<file path="src/rtl/paint_pkg.sv">
// Shared tile-grid definitions for the paint writer, BFS engine and renderer.
// Tile codes, grid geometry, RAM word/lane layout and the writer state encoding.
package paint_pkg;
   localparam int TILE_SHIFT     = 3;
   localparam int GRID_BITS      = 6;
   localparam int TILE_BITS      = 2 * GRID_BITS;
   localparam int LANE_BITS      = 2;
   localparam int WORD_ADDR_BITS = TILE_BITS - LANE_BITS;
   localparam int DATA_BITS      = 32;
   localparam int CODE_BITS      = 8;
   localparam int PIX_BITS       = 10;
   localparam int MAX_Y_PIX      = 480;

   localparam logic [CODE_BITS-1:0] TILE_EMPTY = 8'd0;
   localparam logic [CODE_BITS-1:0] TILE_START = 8'd1;
   localparam logic [CODE_BITS-1:0] TILE_END   = 8'd2;
   localparam logic [CODE_BITS-1:0] TILE_WALL  = 8'd4;

   localparam logic [WORD_ADDR_BITS-1:0] LAST_WORD = '1;

   typedef enum logic [2:0] {
      ST_IDLE, ST_OLD_RD, ST_OLD_WR, ST_NEW_RD, ST_NEW_WR, ST_CLEAR
   } paint_state_e;

   function automatic logic code_valid(input logic [CODE_BITS-1:0] code);
      return (code == TILE_EMPTY) || (code == TILE_START) ||
             (code == TILE_END) || (code == TILE_WALL);
   endfunction

   // Lane k of a RAM word holds tile (4*word + k) in bits [8k+7:8k].
   function automatic logic [CODE_BITS-1:0] lane_get(input logic [DATA_BITS-1:0] word,
                                                     input logic [LANE_BITS-1:0] lane);
      return word[8*int'(lane) +: CODE_BITS];
   endfunction

   function automatic logic [DATA_BITS-1:0] lane_merge(input logic [DATA_BITS-1:0] word,
                                                       input logic [LANE_BITS-1:0] lane,
                                                       input logic [CODE_BITS-1:0] code);
      logic [DATA_BITS-1:0] r;
      r = word;
      r[8*int'(lane) +: CODE_BITS] = code;
      return r;
   endfunction
endpackage

</file>
<file path="src/rtl/paint_tile_writer_addr_map.sv">
// Screen pixel to tile address conversion for the 64x64 paint grid.
// Purely combinational; in_range_o flags pixels that land outside the visible grid.
module tile_addr_map
   import paint_pkg::*;
(
   input  logic [PIX_BITS-1:0]  pix_x_i,
   input  logic [PIX_BITS-1:0]  pix_y_i,
   output logic [TILE_BITS-1:0] tile_o,
   output logic                 in_range_o
);
   logic [PIX_BITS-TILE_SHIFT-1:0] tile_x;
   logic [PIX_BITS-TILE_SHIFT-1:0] tile_y;

   assign tile_x = pix_x_i[PIX_BITS-1:TILE_SHIFT];
   assign tile_y = pix_y_i[PIX_BITS-1:TILE_SHIFT];
   assign tile_o = {tile_y[GRID_BITS-1:0], tile_x[GRID_BITS-1:0]};

   // The tile_y guard is implied by the pixel limit but keeps the top bit accounted for.
   assign in_range_o = (tile_x[PIX_BITS-TILE_SHIFT-1:GRID_BITS] == '0) &&
                       (tile_y[PIX_BITS-TILE_SHIFT-1:GRID_BITS] == '0) &&
                       (pix_y_i < PIX_BITS'(MAX_Y_PIX));
endmodule

</file>
<file path="src/rtl/paint_tile_writer.sv">
// Turns paint requests into byte-lane read-modify-write cycles on the 1024x32 tile RAM,
// keeps a single start/end tile, and sweeps the whole grid to zero on Clear.
module paint_tile_writer
   import paint_pkg::*;
(
   input  logic                      Clk,
   input  logic                      Reset,
   input  logic                      Write,
   input  logic [CODE_BITS-1:0]      WritePixel,
   input  logic [PIX_BITS-1:0]       WriteX,
   input  logic [PIX_BITS-1:0]       WriteY,
   input  logic                      Lock,
   input  logic                      Clear,
   output logic [WORD_ADDR_BITS-1:0] mem_addr,
   output logic                      mem_re,
   output logic                      mem_we,
   output logic [DATA_BITS-1:0]      mem_wdata,
   input  logic [DATA_BITS-1:0]      mem_rdata,
   output logic                      Busy,
   output logic [TILE_BITS:0]        StartPoint,
   output logic [TILE_BITS:0]        EndPoint,
   output paint_state_e              dbg_state_o
);
   paint_state_e              state_q;
   logic                      write_prev_q;
   logic [TILE_BITS-1:0]      tile_q;
   logic [CODE_BITS-1:0]      code_q;
   logic [LANE_BITS-1:0]      old_lane_q;
   logic [WORD_ADDR_BITS-1:0] addr_q;
   logic                      re_q;
   logic                      busy_q;
   logic [TILE_BITS:0]        start_q;
   logic [TILE_BITS:0]        end_q;

   logic [TILE_BITS-1:0]      req_tile;
   logic                      req_in_range;
   logic                      accept;
   logic                      clear_go;
   logic                      need_old;
   logic [TILE_BITS-1:0]      old_tile;
   logic [CODE_BITS-1:0]      new_lane_prev;
   logic                      old_hit;

   tile_addr_map u_map (
      .pix_x_i    (WriteX),
      .pix_y_i    (WriteY),
      .tile_o     (req_tile),
      .in_range_o (req_in_range)
   );

   assign clear_go = Clear && !Lock;
   assign accept   = Write && !write_prev_q && !Lock && !Clear &&
                     code_valid(WritePixel) && req_in_range;

   // A start/end moved to a different tile must first have its old lane erased.
   always_comb begin
      old_tile = start_q[TILE_BITS-1:0];
      need_old = 1'b0;
      if (WritePixel == TILE_START) begin
         old_tile = start_q[TILE_BITS-1:0];
         need_old = start_q[TILE_BITS] && (start_q[TILE_BITS-1:0] != req_tile);
      end else if (WritePixel == TILE_END) begin
         old_tile = end_q[TILE_BITS-1:0];
         need_old = end_q[TILE_BITS] && (end_q[TILE_BITS-1:0] != req_tile);
      end
   end

   assign new_lane_prev = lane_get(mem_rdata, tile_q[LANE_BITS-1:0]);
   assign old_hit       = (lane_get(mem_rdata, old_lane_q) == code_q);

   // Write data depends on the read word that arrives in the write-state cycle itself.
   always_comb begin
      mem_we    = 1'b0;
      mem_wdata = '0;
      case (state_q)
         ST_OLD_WR: begin
            if (old_hit) begin
               mem_we    = 1'b1;
               mem_wdata = lane_merge(mem_rdata, old_lane_q, TILE_EMPTY);
            end
         end
         ST_NEW_WR: begin
            mem_we    = 1'b1;
            mem_wdata = lane_merge(mem_rdata, tile_q[LANE_BITS-1:0], code_q);
         end
         ST_CLEAR: mem_we = 1'b1;
         default: ;
      endcase
   end

   always_ff @(posedge Clk) begin
      if (Reset) begin
         state_q      <= ST_IDLE;
         write_prev_q <= 1'b0;
         tile_q       <= '0;
         code_q       <= '0;
         old_lane_q   <= '0;
         addr_q       <= '0;
         re_q         <= 1'b0;
         busy_q       <= 1'b0;
         start_q      <= '0;
         end_q        <= '0;
      end else begin
         write_prev_q <= Write;
         case (state_q)
            ST_IDLE: begin
               if (clear_go) begin
                  state_q           <= ST_CLEAR;
                  busy_q            <= 1'b1;
                  addr_q            <= '0;
                  start_q[TILE_BITS] <= 1'b0;
                  end_q[TILE_BITS]   <= 1'b0;
               end else if (accept) begin
                  tile_q <= req_tile;
                  code_q <= WritePixel;
                  busy_q <= 1'b1;
                  re_q   <= 1'b1;
                  if (need_old) begin
                     state_q    <= ST_OLD_RD;
                     old_lane_q <= old_tile[LANE_BITS-1:0];
                     addr_q     <= old_tile[TILE_BITS-1:LANE_BITS];
                  end else begin
                     state_q <= ST_NEW_RD;
                     addr_q  <= req_tile[TILE_BITS-1:LANE_BITS];
                  end
               end
            end
            ST_OLD_RD: begin
               re_q    <= 1'b0;
               state_q <= ST_OLD_WR;
            end
            ST_OLD_WR: begin
               re_q    <= 1'b1;
               addr_q  <= tile_q[TILE_BITS-1:LANE_BITS];
               state_q <= ST_NEW_RD;
            end
            ST_NEW_RD: begin
               re_q    <= 1'b0;
               state_q <= ST_NEW_WR;
            end
            ST_NEW_WR: begin
               state_q <= ST_IDLE;
               busy_q  <= 1'b0;
               if (code_q == TILE_START)
                  start_q <= {1'b1, tile_q};
               else if (new_lane_prev == TILE_START)
                  start_q[TILE_BITS] <= 1'b0;
               if (code_q == TILE_END)
                  end_q <= {1'b1, tile_q};
               else if (new_lane_prev == TILE_END)
                  end_q[TILE_BITS] <= 1'b0;
            end
            ST_CLEAR: begin
               if (addr_q == LAST_WORD) begin
                  state_q <= ST_IDLE;
                  busy_q  <= 1'b0;
               end else begin
                  addr_q <= addr_q + WORD_ADDR_BITS'(1);
               end
            end
            default: begin
               state_q <= ST_IDLE;
               busy_q  <= 1'b0;
               re_q    <= 1'b0;
            end
         endcase
      end
   end

   assign mem_addr    = addr_q;
   assign mem_re      = re_q;
   assign Busy        = busy_q;
   assign StartPoint  = start_q;
   assign EndPoint    = end_q;
   assign dbg_state_o = state_q;
endmodule

</file>
<file path="config.mk">
export PLATFORM = sky130hd
export DESIGN_NAME = paint_tile_writer
export DESIGN_NICKNAME = d
export VERILOG_FILES = /design/src/rtl/paint_pkg.sv /design/src/rtl/paint_tile_writer_addr_map.sv /design/src/rtl/paint_tile_writer.sv
export SDC_FILE = /design/constraint.sdc
export NUM_CORES = 1
export LEC_CHECK = 0
export ABC_CLOCK_PERIOD_IN_PS = 3900
export CAP_MARGIN = 10
export CORE_UTILIZATION = 45
export CTS_BUF_LIST = sky130_fd_sc_hd__clkbuf_4 sky130_fd_sc_hd__clkbuf_8
export DETAILED_ROUTE_END_ITERATION = 12
export HOLD_SLACK_MARGIN = 0.08
export PLACE_DENSITY = 0.81
export SYNTH_ARGS = -nofsm -noshare
export SYNTH_HDL_FRONTEND = slang
export SYNTH_SLANG_ARGS = --single-unit
</file>
<file path="constraint.sdc">
create_clock -name Clk -period 3.9 [get_ports Clk]
set_clock_uncertainty 0.2 [all_clocks]
set_input_delay 0.585 -clock Clk [delete_from_list [all_inputs] [get_ports Clk]]
set_output_delay 0.585 -clock Clk [all_outputs]
set_load 0.02 [all_outputs]
</file>
==> key figures <==
STA
  • Crit path time final: slightly below 4 ns
  • Max Transition Viols Final: 0
  • Worst Tran Pin Value: 1.07 ns
  • Final Hold Viols: 0
  • Fmax: ~0.26 GHz
  • Setup ws final: 0.0511 ns
  • Final Cycle Share: a little over nine tenths
  • Rel. slew slack: between 20% and 30%
  • RSZ-0062 raised after global routing: false
  • Hold Worst Slack: around 0.3 ns
  • Setup violators final: 0

Synth
  • Largest area contributor in the netlist: dfxtp_1
  • Post-synth EDFFs: 0
  • Yosys top cell area share: 31.2%
  • Ys async rst share: 0%
  • Synth top cells by count: dfxtp_1, nor2_1, nand2_1, a21oi_1
  • Primary FF master, synth: dfxtp_1
  • Post-synthesis sequential area ratio: 31.2%
  • Yosys cell types: 50
  • Synth Instances: 467
  • Avg Cell Area, Syn: 8.79 sq um
  • Main area contributors after synthesis: dfxtp_1, mux2i_1, a22o_1
  • Top-count cell post-synth: dfxtp_1
  • Syn_nets: ~540
  • Register bit total from synthesis: 64
  • Synth warn: 0
  • Synthesized cell area: 4110 sq um

Route
  • Drt pass-1 iters: 5
  • Total length of routed wires: 14800 um
  • DRC errors left: 0
  • Average wire per standard cell: 19.9 um
  • DR vias/cell: ~6
  • DRT iter0 DRCs: 315
  • Post-route antenna net violation count: 0
  • Routed via count: 4603

Flow run
  • Max-capacitance violation count: 0

Pwr
  • Clk network pwr share: 31.2%
  • Switching share of power: a little under a third
  • Worst VDD drop: ~260 uV
  • Switching power: slightly below 600 uW
  • Sequential power share: between 40% and 50%
  • P_int: between 1 and 1.5 mW
  • Tot Pwr: 1.89 mW
  • Combinational group share of total power: between 20% and 30%
  • Leak Pwr: around 2.5 nW
  • Pwr/cell area: 318 nW/um^2

Layout
  • Reg area: 1280 sq um
  • Fraction of layout cells with a size suffix above 1: 16.0%
  • Footprint of the multi-input gates: 2670 sq um
  • Ant. Diodes: 0
  • Non-Filler Instances: approximately 750
  • Layout Nets: 705
  • P&R area growth vs syn: 45.1%
  • Final core utilization: between 60% and 70%
  • Fillers: 708

Floorplan
  • Number of I/O pins: roughly 140
  • Chip height: approximately 98 um
  • Die Wd: between 90 and 100 um
  • Cell Rows: 34
  • Initial core utilization: between 40% and 50%
  • Die area: 9510 sq um
  • Core area: about 9000 sq um

CTS
  • Clock-pin slew on the worst setup and hold paths: 0.07 ns
  • Setup bufs post-CTS: 0
  • Clk buf depth: 2
  • Worst skew pair latency: around 0.34 ns
  • CTS root buffer: clkbuf_8
  • CTS buffer count: 9
  • Hold_buf cts: 0
  • CTS tree: built
  • CTS Sinks: between 60 and 70
  • Htree depth: 3

Critical path
  • Startpoint Class: primary input
  • Crit path max fanout: 8
  • Crit end category: output port
  • WS Path Type: in -> out
  • CP required: 3.12 ns
  • CP arrival: approximately 3.1 ns

Global routing
  • Vias in the first global route: 4550
  • Grt ovf: 0
  • Total track usage: a little under a third
  • Largest net degree at the start of global routing: 60
  • First-pass GRT wire length: about 23000 um
  • Initial antenna violation count: 0

Min path
  • Worst min path class: reg -> reg

Placement
  • Post-DP HPWL: ~11000 um
  • Port Buffers: between 100 and 150
  • DP Worst Slack: -0.304 ns
  • Dpl cells: 731
  • GPL Wtd Cong: between 0.9 and 1

Outcome
  • Outcome: finished clean
## area by class of cell
cell class,count,share of cell area (%)
flip-flops and latches,64,21.5
inverters,7,0.441
clock inverters,3,0.672
multi-input cells,369,44.8
repair buffers,183,27.6
well taps,108,2.27
clock buffers,13,2.79
## placed cells by master (no fill, tap or decap), drive strengths merged, types with 3 or more instances in the layout
cell           count
ha                 6
inv                7
and3              10
nand2             44
nor2              48
nor2b              5
a221oi             9
xor2              26
o21ai             13
a211oi            10
and2               8
nor3               4
mux4              10
xnor2             14
dlygate4sd2       14
a22o              32
mux2               3
mux2i             32
a311oi             4
nor4              13
or4                4
dfxtp             64
nand3              7
clkbuf            23
clkdlybuf4s50     98
nand4              4
clkdlybuf4s15      7
a21oi             34
o22ai              3
or3                4
buf               53
## worst max-delay path: stages
cell             delay, ns
clkdlybuf4s50_1       0.44
mux4_2                0.50
xnor2_1               0.19
nand3_1               0.10
or3_4                 0.44
o22ai_2               0.13
buf_4                 0.20
a22o_1                0.14
dlygate4sd2_1         0.34
## metrics by stage
stage          instance area, sq um  TNS, ns
2_1_floorplan                  4110        0
3_3_place_gp                   5810    -6.27
3_5_place_dp                   5810    -6.34
4_1_cts                        5990        0
5_1_grt                        5960        0
6_report                       5960        0
## cells by family (layout without fill, tap and decap cells)
kind of cell,after synthesis,after routing,synth area share (%)
AOI/OAI and AO/OA,118,118,20.7
xor gates and xnor gates,40,40,8.53
adders and majority gates,6,6,1.83
buffers and inverters,34,206,4.21
DFF,64,64,31.2
muxes,45,45,14.1
and+or+nand+nor,160,160,19.4
## sequential cells by signal (all words and copies together) (netlist names)
register and flops:
dbg_state_o 3, code_q 8, EndPoint 13, tile_q 12, StartPoint 13, mem_re 1, mem_addr 10, Busy 1
old_lane_q 2, write_prev_q 1
## metal layers
| layer | part of all wire, % | track usage (%) | vias up | wire, um |
|---|---|---|---|---|
| met5 | 0 | 0 | - | 0 |
| met4 | 4.4 | 16.2 | 0 | 652 |
| met3 | 9.5 | 6.69 | 51 | 1410 |
| met2 | 48 | 52.3 | 290 | 7050 |
| met1 | 39 | 36.4 | 2197 | 5730 |
| li1 | - | - | 2065 | - |
## path summary, 6_finish.rpt
kind / slack (ns) / end / depth (start not counted) / startpoint
worst min register to register: 0.30 / tile_q[4] / 2 / tile_q[4]
worst max register to register: 0.96 / EndPoint[3] / 6 / dbg_state_o[1]
worst max-delay path: 0.05 / mem_wdata[8] / 9 / mem_rdata[30]
worst min-delay path: 0.30 / tile_q[4] / 2 / tile_q[4]
## power groups by stage
stage / Clock, mW / Sequential (mW) / Combinational (mW)
after global routing: 0.631 / 0.766 / 0.583
after global placement: 0 / 0.767 / 0.531
after floorplan: 0 / 0.802 / 0.236
after detailed placement: 0 / 0.769 / 0.544
final: 0.591 / 0.757 / 0.544
after CTS: 0.599 / 0.755 / 0.540
## timing repair
| item | 4_1_cts | 5_1_grt |
|---|---|---|
| setup endpoints to repair | 32 | 18 |
| gates resized for setup | 39 | 25 |
| pin swaps | 0 | 1 |
No activity file was read; power rests on OpenSTA's default activity.
